==> config.mk <==
export PLATFORM = sky130hd
export DESIGN_NAME = mem_bus
export DESIGN_NICKNAME = d
export VERILOG_FILES = /design/src/rtl/mem_bus.sv
export SDC_FILE = /design/constraint.sdc
export NUM_CORES = 1
export LEC_CHECK = 0
export BUFFER_PORTS_ARGS = -buffer_cell sky130_fd_sc_hd__buf_2
export CORE_UTILIZATION = 30
export DETAILED_ROUTE_END_ITERATION = 6
export MAX_ROUTING_LAYER = met4
export PLACE_DENSITY_LB_ADDON = 0.1
export SLEW_MARGIN = 40
export SYNTH_ARGS = -nofsm -noshare
export SYNTH_HDL_FRONTEND = slang
export SYNTH_SLANG_ARGS = --single-unit
==> constraint.sdc <==
create_clock -name clk -period 4.1 [get_ports clk]
set_input_delay 0.82 -clock clk [delete_from_list [all_inputs] [get_ports clk]]
set_output_delay 0.82 -clock clk [all_outputs]
set_load 0.05 [all_outputs]
==> src/rtl/mem_bus.sv <==
// Memory-access pipeline stage: passes ALU results through, or runs one
// req/ack bus transaction per load/store with big-endian lanes and extension.
module mem_bus (
    input  logic        clk,
    input  logic        rst,
    input  logic [4:0]  wd_i,
    input  logic        wreg_i,
    input  logic [31:0] wdata_i,
    input  logic [3:0]  mem_op_i,
    input  logic [31:0] mem_addr_i,
    input  logic [31:0] mem_sdata_i,
    output logic        bus_req_o,
    output logic        bus_we_o,
    output logic [31:0] bus_addr_o,
    output logic [3:0]  bus_sel_o,
    output logic [31:0] bus_wdata_o,
    input  logic [31:0] bus_rdata_i,
    input  logic        bus_ack_i,
    output logic [4:0]  wd_o,
    output logic        wreg_o,
    output logic [31:0] wdata_o,
    output logic        stallreq_o,
    output logic        align_err_o
);

    typedef enum logic [1:0] {
        IDLE = 2'd0,
        BUSY = 2'd1,
        DONE = 2'd2
    } state_t;

    state_t      state_q, state_d;
    logic        req_q, req_d;
    logic        we_q, we_d;
    logic [31:0] addr_q, addr_d;
    logic [3:0]  sel_q, sel_d;
    logic [31:0] bwdata_q, bwdata_d;
    logic [31:0] rdata_q, rdata_d;

    logic        is_load, is_store, is_mem;
    logic        sz_byte, sz_half, sz_word, sign_ext;
    logic        misalign, access_ok;
    logic [3:0]  lane_sel;
    logic [31:0] store_data;
    logic [7:0]  ld_byte;
    logic [15:0] ld_half;
    logic [31:0] load_val;

    always_comb begin
        is_load  = 1'b0;
        is_store = 1'b0;
        sz_byte  = 1'b0;
        sz_half  = 1'b0;
        sz_word  = 1'b0;
        sign_ext = 1'b0;
        case (mem_op_i)
            4'd1: begin is_load = 1'b1;  sz_byte = 1'b1; sign_ext = 1'b1; end
            4'd2: begin is_load = 1'b1;  sz_byte = 1'b1; end
            4'd3: begin is_load = 1'b1;  sz_half = 1'b1; sign_ext = 1'b1; end
            4'd4: begin is_load = 1'b1;  sz_half = 1'b1; end
            4'd5: begin is_load = 1'b1;  sz_word = 1'b1; end
            4'd6: begin is_store = 1'b1; sz_byte = 1'b1; end
            4'd7: begin is_store = 1'b1; sz_half = 1'b1; end
            4'd8: begin is_store = 1'b1; sz_word = 1'b1; end
            default: ;
        endcase
    end

    assign is_mem    = is_load | is_store;
    assign misalign  = (sz_half & mem_addr_i[0]) | (sz_word & (mem_addr_i[1:0] != 2'b00));
    assign access_ok = is_mem & ~misalign;

    // Big-endian lanes: byte offset 0 lives in bits 31:24 (sel bit 3).
    always_comb begin
        lane_sel   = 4'b0000;
        store_data = mem_sdata_i;
        if (sz_byte) begin
            lane_sel   = 4'b1000 >> mem_addr_i[1:0];
            store_data = {4{mem_sdata_i[7:0]}};
        end else if (sz_half) begin
            lane_sel   = mem_addr_i[1] ? 4'b0011 : 4'b1100;
            store_data = {2{mem_sdata_i[15:0]}};
        end else if (sz_word) begin
            lane_sel   = 4'b1111;
        end
    end

    always_comb begin
        case (mem_addr_i[1:0])
            2'd0:    ld_byte = rdata_q[31:24];
            2'd1:    ld_byte = rdata_q[23:16];
            2'd2:    ld_byte = rdata_q[15:8];
            default: ld_byte = rdata_q[7:0];
        endcase
        ld_half = mem_addr_i[1] ? rdata_q[15:0] : rdata_q[31:16];
        if (sz_byte)
            load_val = {{24{sign_ext & ld_byte[7]}}, ld_byte};
        else if (sz_half)
            load_val = {{16{sign_ext & ld_half[15]}}, ld_half};
        else
            load_val = rdata_q;
    end

    always_ff @(posedge clk or posedge rst) begin
        if (rst) begin
            state_q  <= IDLE;
            req_q    <= 1'b0;
            we_q     <= 1'b0;
            addr_q   <= 32'd0;
            sel_q    <= 4'd0;
            bwdata_q <= 32'd0;
            rdata_q  <= 32'd0;
        end else begin
            state_q  <= state_d;
            req_q    <= req_d;
            we_q     <= we_d;
            addr_q   <= addr_d;
            sel_q    <= sel_d;
            bwdata_q <= bwdata_d;
            rdata_q  <= rdata_d;
        end
    end

    always_comb begin
        state_d  = state_q;
        req_d    = req_q;
        we_d     = we_q;
        addr_d   = addr_q;
        sel_d    = sel_q;
        bwdata_d = bwdata_q;
        rdata_d  = rdata_q;
        case (state_q)
            IDLE: if (access_ok) begin
                state_d  = BUSY;
                req_d    = 1'b1;
                we_d     = is_store;
                addr_d   = {mem_addr_i[31:2], 2'b00};
                sel_d    = lane_sel;
                bwdata_d = store_data;
            end
            BUSY: if (bus_ack_i) begin
                state_d = DONE;
                req_d   = 1'b0;
                rdata_d = bus_rdata_i;
            end
            DONE:    state_d = IDLE;
            default: state_d = IDLE;
        endcase
    end

    // Result path is combinational so non-memory ops cost no stall cycle.
    always_comb begin
        wd_o        = 5'd0;
        wreg_o      = 1'b0;
        wdata_o     = 32'd0;
        stallreq_o  = 1'b0;
        align_err_o = 1'b0;
        if (!rst) begin
            wd_o    = wd_i;
            wdata_o = wdata_i;
            case (state_q)
                IDLE: begin
                    if (!is_mem)
                        wreg_o = wreg_i;
                    else if (misalign)
                        align_err_o = 1'b1;
                    else
                        stallreq_o = 1'b1;
                end
                BUSY: stallreq_o = 1'b1;
                DONE: if (is_load) begin
                    wreg_o  = wreg_i;
                    wdata_o = load_val;
                end
                default: ;
            endcase
        end
    end

    assign bus_req_o   = req_q;
    assign bus_we_o    = we_q;
    assign bus_addr_o  = addr_q;
    assign bus_sel_o   = sel_q;
    assign bus_wdata_o = bwdata_q;

endmodule

==> run summary, run 1 <==
synth top area cells -> dfrtp_1 (45%), nand2_1 (18%), mux2i_1 (4.6%), o21ai_0 (4.5%), nor2_1 (4.2%)
CTS H-Tree Depth -> 3
vias per cell -> 4.74
CP dominant cell by count -> buf_2
fmax -> 0.274 GHz
detailed placement HPWL -> 13.5 mm
largest net degree at the start of global routing -> 78
Worst path max stage delay -> 0.61 ns
yosys warns -> 0
io pins -> 251
most frequent cell after synthesis -> nand2_1
final core occ -> 40.5%
CP endpoint kind -> output port
largest family of logic cells by synthesized area -> simple AND/OR/NAND/NOR gates
leading area contributor after synthesis -> dfrtp_1
initial drt markers -> 386
Synth Flop Type -> dfrtp_1
Chip Height -> 139 um
status -> finished, violations left
antenna violations before repair -> 0
CTS resizes -> 0
GRT Residual Overflow -> 0
diode count -> 0
top cell type's share of synthesized area -> 45.3%
P&R area growth vs syn -> 30.8%
setup slack, reg-to-reg -> 1.94 ns
Final Power -> 5.48 mW
worst hold endpoint -> bus_addr_o[16]
worst r2r path cells -> 6
die area -> 19300 um2
CTS Buf Count -> 9
relative slew slack -> 51.2%
Synth Register Bits -> 102
CP max stage cell -> or4b_4
CTS sink cnt -> 102
leakage -> 3.93 nW
Hold WC Path Type -> reg2reg
DRC Markers -> 16
Setup Skew -> 0.00514 ns
Non-Filler Instances -> 1168
Max Cap Viol -> 0
hold depth -> 2
Total Nets Final -> 1075
fraction of layout cells with a size suffix above 1 -> 31.7%
CP Cell Sequence -> buf_2, or4b_4, a21oi_4, and2b_1, o21ai_0, a21oi_1, buf_2
worst-path fanout max -> 25
First-pass DRT Iterations -> 7
postcts setup bufs -> 0
xor/xnor share of the synthesized area -> 0%
worst path bufs/invs -> 2
Required @ worst endpoint -> 3.28 ns
placed cell count -> 1152
Mapped Cells -> 709
Top delay family on crit path -> simple AND/OR/NAND/NOR gates
Avg Synthesized Cell Area -> 7.94 um2
simple-gate share of the synthesized area -> 28.2%
Clock Latency Late Sink -> 0.35 ns
worst r2r src -> state_q[0]
detailed-route via count -> 5535
Hold Vio Cnt, Final -> 0
setup ws final -> 0.452 ns
Final Max Slew Viols -> 0
crit path time final -> 3.65 ns
Worst VDD drop -> 0.000324 V
DR WL/cell -> 15.9 um
Root Buffer -> clkbuf_16
post-synthesis mux area share -> 5.02%
GPL Wtd Cong -> 0.779
drt total wl -> 18.6 mm
CTS max path bufs -> 2
worst-margin pin slew -> 0.732 ns
Starting Density -> 30.9%
Std-Cell Rows -> 49
CTS Hold Buffers Added -> 0
post-route ant nets -> 0
worst reg2reg endpoint -> bus_sel_o[3]
Yosys cell types -> 51
IO buf count -> 248
vias in the first global route -> 5426
setup repair after global routing missed its margin -> no
core area -> 18200 um2
Adder-Cell Fraction of Synth Area -> 0%
register area share after synthesis -> 45.3%
failing checks -> design-rule violations
DP Worst Slack -> 0.478 ns
Die Wd -> 139 um
hold path startpoint -> bus_addr_o[16]
CTS tree -> done
Crit Path Class -> in2out
setup TNS -> 0 ns
Post-synth EDFFs -> 0
Setup Viol. Count Final -> 0
crit share post-route -> 89.0%
crit path DAT -> 2.83 ns
Post-synth ARST share -> 100%
Post-Syn Area -> 5630 um2
Commonest cells post-synth -> nand2_1 (263), dfrtp_1 (102), nor2_1 (63)
Clock Pin Slew Worst Setup and Hold Paths -> 0.07 ns
area fraction in compound gates after synthesis -> 16.2%
critical path startpoint category -> input pin
total track usage -> 20.3%
first-pass GRT wire length -> 30.0 mm
PwrDens -> 744 nW/um2
## cell usage in the layout (no fill, tap or decap), drive strengths merged, types with 5 or more instances in the layout
master,n
a22o,8
a211oi,15
inv,5
nor2b,19
nor3,5
o21ai,56
a21oi,36
buf,263
a31oi,11
mux2i,26
a21o,10
dfrtp,102
nand2,265
nor2,65
clkbuf,10
## layout make-up
| cell class | count | area, um2 |
|---|---|---|
| clock inverters | 6 | 78.8 |
| fillers | 1936 | 10800 |
| repair buffers | 263 | 1370 |
| flip-flops and latches | 102 | 2550 |
| clock buffers | 10 | 239 |
| multi-input cells | 553 | 2820 |
| well taps | 229 | 287 |
| inverters | 5 | 23.8 |
## layer usage
layer  global-route usage (%)  routed length (um)
met1                     26.6                8440
met2                     32.5                8880
met3                     4.28                1140
met4                     3.80                 162
met5                        -                   0
## logic make-up after synthesis
logic type             count (synthesis)
AO/OA/AOI/OAI                        146
multiplexers                          27
flip-flops                           102
AND/OR/NAND/NOR                      378
other                                  1
buffers and inverters                 55
## flip-flops by register name, summed over array words and instances (netlist names)
name	cells
bus_addr_o	30
bus_req_o	1
bus_sel_o	4
bus_wdata_o	32
bus_we_o	1
rdata_q	32
state_q	2
## per-stage QoR
step	hold WS (ns)	area [um2]
after global routing	0.490	7370
after global placement	0.454	7040
after floorplan	0.446	5680
after CTS	0.476	7370
after detailed placement	0.457	7050
final	0.473	7370
## how the worst max path moves through the flow
| stage | slack [ns] | cells after the start | start | endpoint |
|---|---|---|---|---|
| 2_1_floorplan | 0.01 | 5 | rst | wdata_o[7] |
| 3_3_place_gp | 0.49 | 7 | mem_op_i[1] | wdata_o[12] |
| 3_5_place_dp | 0.48 | 7 | mem_op_i[1] | wdata_o[8] |
| 4_1_cts | 0.47 | 7 | mem_op_i[1] | wdata_o[8] |
| 5_1_grt | 0.25 | 8 | mem_op_i[0] | wdata_o[21] |
| 6_report | 0.45 | 7 | mem_op_i[1] | wdata_o[8] |
## worst reg2reg max path, cell delays in order, from the launching register on
cell	delay, ns
dfrtp_1	0.47
nor3b_1	0.23
mux2i_1	0.18
a211oi_4	0.26
buf_4	0.53
o311ai_1	0.24
o21a_1	0.15
## report_power, final
group | internal [mW] | leakage (nW) | switching, mW
sequential | 1.49 | 1.25 | 0.357
clock | 0.500 | 0.148 | 0.411
combinational | 0.680 | 2.53 | 2.04
(Power assumes the default switching activity.)
==> run 2: changes to the inputs <==
Settings changed: ABC_AREA set to 1.
==> run summary, run 2 <==
register area share after synthesis -> 44.0% (-1.3 points)
GPL Wtd Cong -> 0.798 (+2.4%)
Clock Pin Slew Worst Setup and Hold Paths -> 0.08 ns (about the same)
io pins -> 251 (unchanged)
fmax -> 0.287 GHz (+4.7%)
Synth Flop Type -> dfrtp_1
largest family of logic cells by synthesized area -> simple AND/OR/NAND/NOR gates
met3 Resource Use GR -> 4.14% (-0.14 points)
worst path bufs/invs -> 3 (+1)
Synth Register Bits -> 102 (unchanged)
drt total wl -> 19.8 mm (+6.3%)
Root Buffer -> clkbuf_16
vias in the first global route -> 5841 (+7.6%)
top cell type's share of synthesized area -> 44.0% (-1.3 points)
fraction of layout cells with a size suffix above 1 -> 27.3% (-4.4 points)
CP Cell Sequence -> buf_2, nand2_1, inv_1, nand3_1, nand2_2, nor2_4, nand3_1, a21oi_1, buf_2
Mapped Cells -> 862 (+22%)
commonest non-fill, non-tap cell in the layout -> nand2_1
Adder-Cell Fraction of Synth Area -> 0% (unchanged)
met1 Usage GRT -> 26.2% (-0.33 points)
CTS Buf Count -> 9 (unchanged)
antenna violations before repair -> 0 (unchanged)
CTS max path bufs -> 2 (unchanged)
PwrDens -> 741 nW/um2 (-0.40%)
Worst path max stage delay -> 0.45 ns (-0.16 ns)
yosys warns -> 0 (unchanged)
Die Wd -> 141 um (+1.4%)
worst hold endpoint -> bus_addr_o[11]
crit path time final -> 3.48 ns (-0.165 ns)
core area -> 18800 um2 (+3.4%)
Final Power -> 5.62 mW (+2.6%)
Std-Cell Rows -> 50 (+2.0%)
Setup Viol. Count Final -> 0 (unchanged)
Chip Height -> 141 um (+1.4%)
CP max stage cell -> nor2_4
xor/xnor share of the synthesized area -> 0% (unchanged)
worst-margin pin slew -> 0.707 ns (-0.0246 ns)
crit share post-route -> 85.0% (-4.0 points)
area fraction in compound gates after synthesis -> 12.6% (-3.6 points)
Post-Syn Area -> 5800 um2 (+2.9%)
most frequent cell after synthesis -> nand2_1
CP endpoint kind -> output port
hold depth -> 2 (unchanged)
vias per cell -> 4.52 (-4.5%)
Clock Latency Late Sink -> 0.36 ns (about the same)
crit path DAT -> 2.66 ns (-0.17 ns)
worst-path fanout max -> 25 (unchanged)
postcts setup bufs -> 0 (unchanged)
status -> completed
simple-gate share of the synthesized area -> 34.0% (+5.8 points)
detailed placement HPWL -> 14.6 mm (+8.0%)
diode count -> 0 (unchanged)
Total Nets Final -> 1230 (+14%)
Avg Synthesized Cell Area -> 6.72 um2 (-15%)
Starting Density -> 30.8% (-0.14 points)
setup repair after global routing missed its margin -> no
CTS Hold Buffers Added -> 0 (unchanged)
Post-synth ARST share -> 100% (unchanged)
GRT Residual Overflow -> 0 (unchanged)
Post-synth EDFFs -> 0 (unchanged)
CTS H-Tree Depth -> 3 (unchanged)
worst r2r src -> state_q[1]
DRC Markers -> 0 (-16)
leading area contributor after synthesis -> dfrtp_1
CTS sink cnt -> 102 (unchanged)
P&R area growth vs syn -> 30.9% (about the same)
most used routing layer -> met2
Worst VDD drop -> 0.000244 V (-25%)
leakage -> 4.41 nW (+12%)
First-pass DRT Iterations -> 4 (-3)
detailed-route via count -> 6126 (+11%)
Required @ worst endpoint -> 3.28 ns (about the same)
die area -> 19900 um2 (+2.9%)
post-synthesis mux area share -> 0% (-5.0 points)
Crit Path Class -> in2out
Setup Skew -> 0.0124 ns (+0.00729 ns)
first-pass GRT wire length -> 31.4 mm (+4.6%)
DR WL/cell -> 14.6 um (-8.3%)
Max Cap Viol -> 0 (unchanged)
CTS tree -> done
synth top area cells -> dfrtp_1 (44%), nand2_1 (27%), o21ai_0 (6.2%), inv_1 (4.2%), a21oi_1 (4.1%)
M2 GR Usage -> 33.5% (+0.98 points)
relative slew slack -> 52.8% (+1.6 points)
worst reg2reg endpoint -> rdata_q[15]
hold path startpoint -> bus_addr_o[11]
largest net degree at the start of global routing -> 83 (+6.4%)
setup slack, reg-to-reg -> 2.46 ns (+0.52 ns)
Yosys cell types -> 23 (-55%)
setup TNS -> 0 ns (unchanged)
post-route ant nets -> 0 (unchanged)
most frequent cells in the layout -> nand2_1 (414), buf_2 (248), dfrtp_1 (102), o21ai_0 (72), inv_1 (64)
Final Max Slew Viols -> 0 (unchanged)
initial drt markers -> 305 (-21%)
Hold Vio Cnt, Final -> 0 (unchanged)
Hold WC Path Type -> reg2reg
Commonest cells post-synth -> nand2_1 (415), dfrtp_1 (102), o21ai_0 (72)
CTS resizes -> 0 (unchanged)
Top delay family on crit path -> simple AND/OR/NAND/NOR gates
critical path startpoint category -> input pin
worst r2r path cells -> 5 (-1)
IO buf count -> 248 (unchanged)
total track usage -> 21.1% (+0.75 points)
-- run 2: cell types whose count changed in the layout (fill, tap and decap cells not counted), moves of 11 or more --
cell	change
o21ai_0	+21
nor2_1	-38
nand3_1	+43
o21ai_1	+11
a211oi_1	-12
nor2b_1	-19
nand2_1	+151
inv_1	+61
a21oi_1	+12
mux2i_1	-26
-- run 2: area by class of cell --
cell class                      count  area [um2]
Clock buffer                        9         225
Clock inverter                      7         129
Fill cell                        2077       11200
Inverter                           71         273
Multi-Input combinational cell    641        2720
Sequential cell                   102        2550
Tap cell                          260         325
Timing Repair Buffer              264        1370
-- run 2: how the worst max path moves through the flow --
stage          slack [ns]  cells after the start           from     endpoint
6_report             0.62                      9  mem_addr_i[1]  wdata_o[15]
5_1_grt              0.40                      9  mem_addr_i[1]  wdata_o[31]
4_1_cts              0.62                      9  mem_addr_i[1]  wdata_o[15]
3_5_place_dp         0.62                      9  mem_addr_i[1]  wdata_o[15]
3_3_place_gp         0.66                      9  mem_addr_i[1]  wdata_o[31]
2_1_floorplan        0.08                      4            rst       wreg_o
-- run 2: routing by layer --
metal | wire, um | part of all wire (%)
met1 | 8950 | 45
met2 | 9290 | 47
met3 | 938 | 4.7
met4 | 624 | 3.2
met5 | 0 | 0
-- run 2: power breakdown --
group | leakage (nW) | switching (mW) | internal (mW)
registers | 1.27 | 0.253 | 1.48
clock network | 0.170 | 0.450 | 0.557
logic | 2.97 | 2.23 | 0.651
-- run 2: kinds of logic after synthesis --
logic type             Yosys count
buffers and inverters          120
other                            1
AO/OA/AOI/OAI                  141
AND/OR/NAND/NOR                498
flip-flops                     102
-- run 2: per-stage QoR --
stage / cell area [um2] / hold slack (ns) / utilization (%) / setup slack [ns] / std cells
2_1_floorplan: 5800 / 0.471 / - / 0.0841 / 863
3_3_place_gp: 7230 / 0.448 / 38.4 / 0.660 / 1338
4_1_cts: 7580 / 0.471 / 40.3 / 0.623 / 1354
3_5_place_dp: 7230 / 0.453 / 38.4 / 0.622 / 1338
5_1_grt: 7590 / 0.482 / 40.3 / 0.398 / 1354
6_report: 7590 / 0.466 / 40.3 / 0.617 / 1354
-- run 2: worst min-delay path: cells and delay by family, from the launching register on --
kind             cells  cell delay (ns)
flip-flops           1             0.34
AND/OR/NAND/NOR      2             0.09
